===== src/rtl/aoc_uart_pkg.sv =====
// Shared constants and reporter FSM encoding for the per-day UART result reporters.
package aoc_uart_pkg;

    localparam logic [7:0] ASCII_ZERO = 8'h30;
    localparam logic [7:0] ASCII_CR   = 8'h0D;
    localparam logic [7:0] ASCII_LF   = 8'h0A;

    // 100 MHz system clock at 115200 baud.
    localparam int DEFAULT_CLKS_PER_BIT = 868;

    typedef enum logic [2:0] {
        ST_IDLE     = 3'd0,
        ST_CONVERT  = 3'd1,
        ST_SKIPZ    = 3'd2,
        ST_SEND_DIG = 3'd3,
        ST_SEND_CR  = 3'd4,
        ST_SEND_LF  = 3'd5,
        ST_FINISH   = 3'd6
    } report_state_e;

endpackage


===== src/rtl/uart_tx_byte.sv =====
// Generic 8N1 serialiser: start bit, data LSB first, stop bit, each CLKS_PER_BIT clocks.
module uart_tx_byte #(
    parameter int CLKS_PER_BIT = 868
) (
    input  logic       clk,
    input  logic       rst_n,
    input  logic [7:0] data,
    input  logic       load,
    output logic       ready,
    output logic       tx
);

    localparam int BAUD_W = (CLKS_PER_BIT > 1) ? $clog2(CLKS_PER_BIT) : 1;
    localparam logic [BAUD_W-1:0] BAUD_LAST = BAUD_W'(CLKS_PER_BIT - 1);

    logic              active;
    logic [BAUD_W-1:0] baud_cnt;
    logic [3:0]        bit_cnt;
    logic [7:0]        shreg;
    logic              stop_end;

    // bit_cnt names the bit currently on the line: 0 start, 1..8 data, 9 stop.
    assign stop_end = active && (bit_cnt == 4'd9) && (baud_cnt == BAUD_LAST);
    // Ready in the last stop-bit cycle lets the next start bit follow with no idle gap.
    assign ready    = !active || stop_end;

    always_ff @(posedge clk or negedge rst_n) begin
        if (!rst_n) begin
            active   <= 1'b0;
            baud_cnt <= '0;
            bit_cnt  <= '0;
            shreg    <= '0;
            tx       <= 1'b1;
        end else if (load && ready) begin
            // NOTE: sequential state uses non-blocking assignments so every register samples pre-edge values.
            active   <= 1'b1;
            baud_cnt <= '0;
            bit_cnt  <= '0;
            shreg    <= data;
            tx       <= 1'b0;
        end else if (active) begin
            if (baud_cnt == BAUD_LAST) begin
                baud_cnt <= '0;
                if (bit_cnt == 4'd9) begin
                    active <= 1'b0;
                    tx     <= 1'b1;
                end else begin
                    bit_cnt <= bit_cnt + 4'd1;
                    if (bit_cnt == 4'd8) begin
                        tx <= 1'b1;
                    end else begin
                        tx    <= shreg[0];
                        shreg <= shreg >> 1;
                    end
                end
            end else begin
                baud_cnt <= baud_cnt + 1'b1;
            end
        end
    end

endmodule


===== src/rtl/result_uart_tx.sv =====
// Converts the solver's final binary result to ASCII decimal and sends it once as "<digits>\r\n".
module result_uart_tx
    import aoc_uart_pkg::*;
#(
    parameter int RESULT_W     = 64,
    parameter int CLKS_PER_BIT = DEFAULT_CLKS_PER_BIT,
    parameter int NDIGITS      = 20
) (
    input  logic                clk,
    input  logic                rst_n,
    input  logic [RESULT_W-1:0] result,
    input  logic                result_valid,
    output logic                tx,
    output logic                busy,
    output logic                sent
);

    localparam int DIG_W = $clog2(NDIGITS);
    localparam int CNT_W = $clog2(RESULT_W);

    report_state_e         state, next_state;
    logic                  prev_valid;
    logic                  trigger;
    logic [RESULT_W-1:0]   value;
    logic [4*NDIGITS-1:0]  bcd, bcd_adj;
    logic [CNT_W-1:0]      conv_cnt;
    logic [DIG_W-1:0]      dig_idx;
    logic [3:0]            cur_digit;
    logic                  lf_loaded;
    logic                  load, ready;
    logic [7:0]            tx_data;

    assign trigger   = result_valid && !prev_valid;
    assign cur_digit = bcd[4*dig_idx +: 4];
    assign busy      = (state != ST_IDLE) && (state != ST_FINISH);
    assign sent      = (state == ST_FINISH);

    // Double-dabble correction: any digit >= 5 would overflow past 9 once doubled.
    always_comb begin
        // NOTE: every always_comb output gets a default first so no latch is inferred.
        bcd_adj = bcd;
        for (int i = 0; i < NDIGITS; i++) begin
            if (bcd[4*i +: 4] >= 4'd5) bcd_adj[4*i +: 4] = bcd[4*i +: 4] + 4'd3;
        end
    end

    always_ff @(posedge clk or negedge rst_n) begin
        if (!rst_n) state <= ST_IDLE;
        else        state <= next_state;
    end

    always_comb begin
        next_state = state;
        load       = 1'b0;
        tx_data    = 8'h00;
        case (state)
            ST_IDLE:    if (trigger) next_state = ST_CONVERT;
            ST_CONVERT: if (conv_cnt == CNT_W'(RESULT_W - 1)) next_state = ST_SKIPZ;
            ST_SKIPZ:   if (cur_digit != 4'd0 || dig_idx == '0) next_state = ST_SEND_DIG;
            ST_SEND_DIG: begin
                tx_data = ASCII_ZERO + {4'd0, cur_digit};
                load    = ready;
                if (ready && dig_idx == '0) next_state = ST_SEND_CR;
            end
            ST_SEND_CR: begin
                tx_data = ASCII_CR;
                load    = ready;
                if (ready) next_state = ST_SEND_LF;
            end
            ST_SEND_LF: begin
                tx_data = ASCII_LF;
                // Once LF is handed over, ready returning marks the end of its stop bit.
                if (!lf_loaded)  load       = ready;
                else if (ready)  next_state = ST_FINISH;
            end
            ST_FINISH:  next_state = ST_FINISH;
            default:    next_state = ST_IDLE;
        endcase
    end

    always_ff @(posedge clk or negedge rst_n) begin
        if (!rst_n) begin
            prev_valid <= 1'b0;
            value      <= '0;
            bcd        <= '0;
            conv_cnt   <= '0;
            dig_idx    <= '0;
            lf_loaded  <= 1'b0;
        end else begin
            prev_valid <= result_valid;
            case (state)
                ST_IDLE: begin
                    if (trigger) begin
                        value     <= result;
                        bcd       <= '0;
                        conv_cnt  <= '0;
                        lf_loaded <= 1'b0;
                    end
                end
                ST_CONVERT: begin
                    bcd      <= {bcd_adj[4*NDIGITS-2:0], value[RESULT_W-1]};
                    value    <= value << 1;
                    conv_cnt <= conv_cnt + 1'b1;
                    if (conv_cnt == CNT_W'(RESULT_W - 1)) dig_idx <= DIG_W'(NDIGITS - 1);
                end
                ST_SKIPZ: begin
                    if (cur_digit == 4'd0 && dig_idx != '0) dig_idx <= dig_idx - 1'b1;
                end
                ST_SEND_DIG: begin
                    if (ready && dig_idx != '0) dig_idx <= dig_idx - 1'b1;
                end
                ST_SEND_LF: begin
                    if (load) lf_loaded <= 1'b1;
                end
                default: ;
            endcase
        end
    end

    uart_tx_byte #(
        .CLKS_PER_BIT(CLKS_PER_BIT)
    ) u_tx (
        .clk   (clk),
        .rst_n (rst_n),
        .data  (tx_data),
        .load  (load),
        .ready (ready),
        .tx    (tx)
    );

endmodule


===== config.mk =====
export PLATFORM = sky130hd
export DESIGN_NAME = result_uart_tx
export DESIGN_NICKNAME = d
export VERILOG_FILES = /design/src/rtl/aoc_uart_pkg.sv /design/src/rtl/uart_tx_byte.sv /design/src/rtl/result_uart_tx.sv
export SDC_FILE = /design/constraint.sdc
export NUM_CORES = 1
export LEC_CHECK = 0
export ABC_AREA = 1
export ABC_CLOCK_PERIOD_IN_PS = 3100
export BUFFER_PORTS_ARGS = -buffer_cell sky130_fd_sc_hd__clkbuf_2
export CELL_PAD_IN_SITES_DETAIL_PLACEMENT = 0
export CELL_PAD_IN_SITES_GLOBAL_PLACEMENT = 1
export CORE_MARGIN = 2
export CORE_UTILIZATION = 40
export DETAILED_ROUTE_END_ITERATION = 6
export PLACE_DENSITY = 0.73
export SLEW_MARGIN = 10
export SYNTH_ARGS = -nofsm -noshare
export SYNTH_HDL_FRONTEND = slang
export SYNTH_SLANG_ARGS = --single-unit
export TNS_END_PERCENT = 1

===== constraint.sdc =====
create_clock -name clk -period 3.1 [get_ports clk]
set_clock_uncertainty 0.15 [all_clocks]
set_input_delay 0.62 -clock clk [delete_from_list [all_inputs] [get_ports clk]]
set_output_delay 0.62 -clock clk [all_outputs]
set_load 0.005 [all_outputs]

=== After elaboration in Yosys (flattened, before gate mapping) ===
Cells that the tools add are included.

* Magnitude comparators: 20
* Muxes and demuxes: 65
* Shift operators: 1
* Equal/unequal tests: 23
* Add/subtract/negate cells: 25
* Reductions and logical operators: 31

{| class="wikitable"
|+ Operator list
! operator !! number
|-
| 80-bit case mux with 2 select lines || 1
|-
| 64-bit case mux with 2 select lines || 1
|-
| 4-bit 2-to-1 mux || 23
|-
| 4-bit by 3-bit greater-or-equal comparator with 1-bit output, second input constant || 20
|-
| 80-bit 2-to-1 mux || 1
|-
| 80-bit by 8-bit variable part select with 4-bit output || 1
|-
| 4-bit by 2-bit adder with 4-bit output, second input constant || 19
|-
| 64-bit 2-to-1 mux || 1
|-
| 8-bit 2-to-1 mux || 5
|-
| 10-bit 2-to-1 mux || 3
|-
| 3-bit 2-to-1 mux || 8
|-
| 3-bit case mux with 7 select lines || 1
|-
| 7-bit case mux with 3 select lines || 1
|-
| 2-bit inequality test, second input constant || 10
|-
| 5-bit 2-to-1 mux || 3
|-
| 5-bit case mux with 3 select lines || 1
|-
| 1-bit 2-to-1 mux || 12
|-
| 6-bit case mux with 2 select lines || 1
|-
| 10-bit by 1-bit adder with 10-bit output, second input constant || 1
|-
| 10-bit equality test, second input constant || 1
|-
| 3-bit equality test, second input constant || 3
|-
| 4-bit equality test, second input constant || 2
|-
| 1-bit logical AND || 8
|-
| 4-bit AND reduction || 2
|-
| 25 further kinds || 36
|}

* Logic and storage cells: 177
* Bits of input ports: 67
* Flip-flop bits (word level): 184
* Output and inout port bits: 3

=== Longest topological paths before layout ===
* Word-level depth: 9
* Gate-level depth with buffers: 17
* Depth with buffers taken out: 16

=== Modules after synthesis ===
A second synthesis with hierarchy kept.

* Cell total of the unflattened synthesis: 1326
* Area total of the unflattened synthesis: 10545.1 µm²

{| class="wikitable"
|+ By module, submodules not included
! module !! area an instance (µm²) !! times used !! sequential area each (µm²) !! cells each
|-
| result_uart_tx || 9153.8 || 1 || 4003.8 || 1162
|-
| uart_tx_byte || 1391.3 || 1 || 601.8 || 164
|}

=== Least setup slack after synthesis ===
No wires, ideal clock.

* Path type: flip-flop to flip-flop
* Start: register u_tx.baud_cnt[0]
* End: register dig_idx[0]
* Buffers on the path: 0
* Cell stages (with the launch flop): 11
* Slack: 1169 ps
* Setup time: 117 ps
* Data required time: 2833 ps
* Data arrival time: 1664 ps
* Period minus slack after synthesis: 1931 ps
* Cells stage by stage: dfrtp_1 ha_1 nand4_1 nor3_4 nand2_1 nand2_2 a21oi_1 nor4_4 nand2_2 nand2_1 nand2_1

* Cells in the longest elaborated chain, start to end: 6

{| class="wikitable"
|+ RTL lines
! what !! RTL line !! source
|-
| start, declared || uart_tx_byte.sv:17 || <nowiki>logic [BAUD_W-1:0] baud_cnt;</nowiki>
|-
| start signal, assigned || uart_tx_byte.sv:57 || <nowiki>baud_cnt <= baud_cnt + 1'b1;</nowiki>
|-
| 10-bit equality test || uart_tx_byte.sv:23 || <nowiki>assign stop_end = active && (bit_cnt == 4'd9) && (baud_cnt == BAUD_LAST);</nowiki>
|-
| 1-bit logical AND || uart_tx_byte.sv:23 ||
|-
| 1-bit logical OR || uart_tx_byte.sv:25 || <nowiki>assign ready = !active || stop_end;</nowiki>
|-
| 1-bit logical AND || result_uart_tx.sv:110 || <nowiki>if (ready && dig_idx != '0) dig_idx <= dig_idx - 1'b1;</nowiki>
|-
| 2-bit inequality test (no source line) || - ||
|-
| 4-bit AND reduction (no source line) || - ||
|-
| end signal, assigned || result_uart_tx.sv:104 || <nowiki>if (conv_cnt == CNT_W'(RESULT_W - 1)) dig_idx <= DIG_W'(NDIGITS - 1);</nowiki>
|-
| end signal, assigned || result_uart_tx.sv:107 || <nowiki>if (cur_digit == 4'd0 && dig_idx != '0) dig_idx <= dig_idx - 1'b1;</nowiki>
|-
| end signal, assigned || result_uart_tx.sv:110 ||
|-
| end, declared || result_uart_tx.sv:27 || <nowiki>logic [DIG_W-1:0] dig_idx;</nowiki>
|}

Every way passes these cells.
A chain may end at the register's enable or synchronous reset.

=== Worst setup path after layout ===
* Start: register state[2]
* End: register conv_cnt[2]

* Cells in the longest elaborated chain, start to end: 3
* Elaborated cells between the ends (all ways): 6
* Classes of those cells: 2 x eq/ne; 1 x mux; 3 x reduce/logical

{| class="wikitable"
|+ RTL lines
! what !! RTL line !! source
|-
| start, declared || result_uart_tx.sv:21 || <nowiki>report_state_e state, next_state;</nowiki>
|-
| start signal, assigned || result_uart_tx.sv:49 || <nowiki>else state <= next_state;</nowiki>
|-
| 3-bit by 1-bit equality test with 1-bit output or 3-bit zero test (tied branches) || result_uart_tx.sv:91 || <nowiki>case (state)</nowiki>
|-
| 2-bit nonzero test (no source line) or 2-bit inequality test (tied branches) || - ||
|-
| 2-bit AND reduction (no source line) || - ||
|-
| end signal, assigned || result_uart_tx.sv:103 || <nowiki>conv_cnt <= conv_cnt + 1'b1;</nowiki>
|-
| end, declared || result_uart_tx.sv:26 || <nowiki>logic [CNT_W-1:0] conv_cnt;</nowiki>
|}

Parallel ways exist; a longest one is shown, timed or not.

==> results.cfg <==
[worst_hold_path]
hold_class = in -> async

[final_layout]
layout.nets = 1461
area_growth_pct = 11.9
fin_util_pct = 45.8
antenna_cells = 0
fin_cells = 1690
drive_above_1_share_pct = 11.5

[outcome]
violations = negative hold slack
status = finished with violations

[clock_network]
cts_buffers = 17
ctsResizeCount = 0
post_cts_buffers = 0
hold_buffers = 0
cts_tree = yes
path_clk_slew_ps = 80
clock_latency_ps = 440
cts_root_buffer = clkbuf_16
clock_path_buffers = 2
cts_sinks = 182
htree_levels = 4

[synthesis]
synth_fa_ha_area_share_pct = 5.67
netlist_area_um2 = 10400
ys_ff_latch = 182
synthMuxAreaShare_pct = 0.0966
synth_top_family_by_area = simple AND/OR/NAND/NOR gates
yosysWarnings = 0
synthXorXnorAreaFrac_pct = 2.03
synth_edf_count = 0
synth_async_sr_flop_share_pct = 100
synth_area_per_cell_um2 = 7.95
synth_fp_nets = 1418
syn_inst = 1304
synth_flop_cell = dfrtp_1
synth_compound_area_share_pct = 15.9
yosysSeqAreaShare_pct = 43.9
synthSimpleGateAreaFrac_pct = 23.3
netlist-cell-type-count = 47

[global_routing]
grt_most_used_layer = met2
grtUsageTotal_pct = 18.6
grt_pass1_vias = 8293
grt_first_pass_wirelength_mm = 41.1
grt_overflow = 0
grt_use_met3_pct = 3.54
grt_use_met2_pct = 29.2
antenna_found_initial = 0
grtUsageMet1_pct = 26.8
grt_start_max_net_pins = 85

[critical_path]
crit_slowest_cell = dfrtp_1
crit_chain = nor2_1 > inv_2 > nor3_4 > nor2_4 > buf_4 > nand2_1 > o31ai_1
max_stage_delay_ps = 660
cp_num_cells = 7
reg2reg_from = state[2]$_DFFE_PN0P_
cp_top_family = simple AND/OR/NAND/NOR gates
critPathLaunch = state[2]$_DFFE_PN0P_
critPathBufInv = 2
ff2ff_setup_slack_ps = 640
cp_max_fo = 38
worstPathRequired_ps = 3300
critPathCapture = conv_cnt[2]$_DFFE_PN0P_
critPathLaunchType = register
crit_type = reg -> reg
ff2ff_path_depth = 7
reg2reg_to = conv_cnt[2]$_DFFE_PN0P_
critPathCaptureType = register
crit_arrival_ps = 2660

[detailed_routing]
via_count = 8555
avgRoutedWirePerCell_um = 14.1
drc = 0
routed_wirelength_mm = 23.8
vias_per_cell = 5.06
drt-initial-drc-count = 563
firstDrtPassIters = 5
ant_nets = 0

[floorplanning]
die_w_um = 165
io_pins = 70
core_um2 = 25300
die_area_um2 = 27200
initial_core_util_pct = 40.9
fp-row-count = 58
die_y_um = 165

[timing]
drv_slew = 0
setup_tns_ps = 0
relSlewSlack_pct = 38.3
clock.fmax_mhz = 406
setup_viol_count_final = 0
worstMarginPinSlew_ps = 926
period_needed_ps = 2460
setup_ws_ps = 639
finalCritPeriodShare_pct = 79.4
hold_viol = 6
rsz0062_at_grt = false
whs_ps = -12.5

[run]
drv_cap = 0

[placement]
post-dp-hpwl_mm = 15.8
dpl_worst_slack_ps = 610
dp_cells = 1658
io_buffers = 69
place.gp.congestion = 0.753

[power_and_ir_drop]
powerDensity_nw_per_um2 = 959
p_leak_uw = 0.00567
power.total_uw = 11100
ir_drop_v = 0.000411
[layer usage]
layer  share of wire, %  wire [um]
met2                 46      10900
met4               0.98        233
met3                3.0        719
met5                  0          0
met1                 50      12000
[sequential cells by signal (all words and copies together) (netlist names)]
signal,count
bcd,80
value,64
u_tx.baud_cnt,10
conv_cnt,6
u_tx.shreg,6
dig_idx,5
u_tx.bit_cnt,4
state,3
lf_loaded,1
prev_valid,1
u_tx.active,1
u_tx.tx,1
[area by class of cell]
type	instances	area (um^2)
timing repair buffer	81	469
clock buffer	17	425
clock inverter	15	216
tap	330	413
fill	2488	13700
sequential	182	4560
inverter	167	629
multi-input combinational	898	4890
[stage by stage]
stage          hold slack [ps]  instance area (um^2)
2_1_floorplan              174                 10400
3_5_place_dp               315                 11000
3_3_place_gp               313                 11000
6_report                 -12.5                 11600
5_1_grt                   29.5                 11600
4_1_cts                   17.2                 11600
[report_power, final]
part           internal, uW  switching, uW
combinational          1650           3250
clock                  1130           1180
sequential             3250            651
total                  6030           5080
[cells in the mapped netlist, types with 2 or more instances]
| library cell | count | area, um^2 |
|---|---|---|
| inv_2 | 16 | 60.1 |
| dfrtp_1 | 181 | 4530 |
| o22ai_1 | 23 | 144 |
| a21oi_1 | 23 | 115 |
| buf_4 | 5 | 37.5 |
| nand2_1 | 328 | 1230 |
| buf_2 | 30 | 150 |
| o21ai_1 | 20 | 100 |
| xor2_1 | 24 | 210 |
| o21ai_0 | 102 | 510 |
| nand2_2 | 7 | 43.8 |
| nor3_4 | 2 | 32.5 |
| nor2_1 | 72 | 270 |
| nand3_2 | 2 | 20.0 |
| inv_1 | 149 | 559 |
| a22o_1 | 2 | 17.5 |
| nor2_2 | 3 | 18.8 |
| nor2_4 | 2 | 22.5 |
| ha_1 | 47 | 588 |
| o32ai_1 | 19 | 166 |
| nand4_1 | 5 | 31.3 |
| a211oi_1 | 2 | 15.0 |
| buf_6 | 5 | 56.3 |
| nand3_1 | 124 | 621 |
| clkbuf_1 | 17 | 63.8 |
| nor3_1 | 6 | 30.0 |
| nor3_2 | 2 | 20.0 |
| o211ai_1 | 6 | 45.0 |
| a22oi_1 | 62 | 465 |
[kinds of logic (layout without fill, tap and decap cells)]
kind of cell / after synthesis / in the layout
compound gates: 267 / 267
xor+xnor: 24 / 24
fa+ha+maj: 47 / 47
buf+inv: 224 / 280
flops: 182 / 182
mux: 1 / 1
simple gates: 559 / 559
[placed cells by master (no fill, tap or decap), types with 3 or more instances in the layout]
master / netlist / final
a22oi_1: 62 / 62
o211ai_1: 6 / 6
nor3_1: 6 / 6
inv_12: 0 / 4
o21ai_0: 102 / 102
inv_1: 149 / 149
nor3_4: 2 / 3
o22ai_1: 23 / 23
nand4_1: 5 / 5
a21oi_1: 23 / 23
nand3_1: 124 / 124
inv_2: 16 / 16
o32ai_1: 19 / 19
ha_1: 47 / 47
dfrtp_1: 181 / 181
nand2_1: 328 / 328
clkinv_8: 0 / 7
nor2_4: 2 / 3
clkbuf_16: 0 / 17
clkbuf_2: 0 / 68
xor2_1: 24 / 24
buf_4: 5 / 10
nand2_2: 7 / 7
nor2_1: 72 / 71
nor2_2: 3 / 3
o21ai_1: 20 / 20
[how the worst min path moves through the flow]
stage                           from  cells after the start               endpoint
3_5_place_dp   value[27]$_DFFE_PN0P_                      2  value[27]$_DFFE_PN0P_
2_1_floorplan                  rst_n                      0     bcd[0]$_DFFE_PN0P_
5_1_grt                        rst_n                      1    bcd[13]$_DFFE_PN0P_
6_report                       rst_n                      1    bcd[13]$_DFFE_PN0P_
3_3_place_gp   value[53]$_DFFE_PN0P_                      2  value[53]$_DFFE_PN0P_
4_1_cts                        rst_n                      1    bcd[13]$_DFFE_PN0P_
Note: power is estimated with default switching activity, not from simulation.
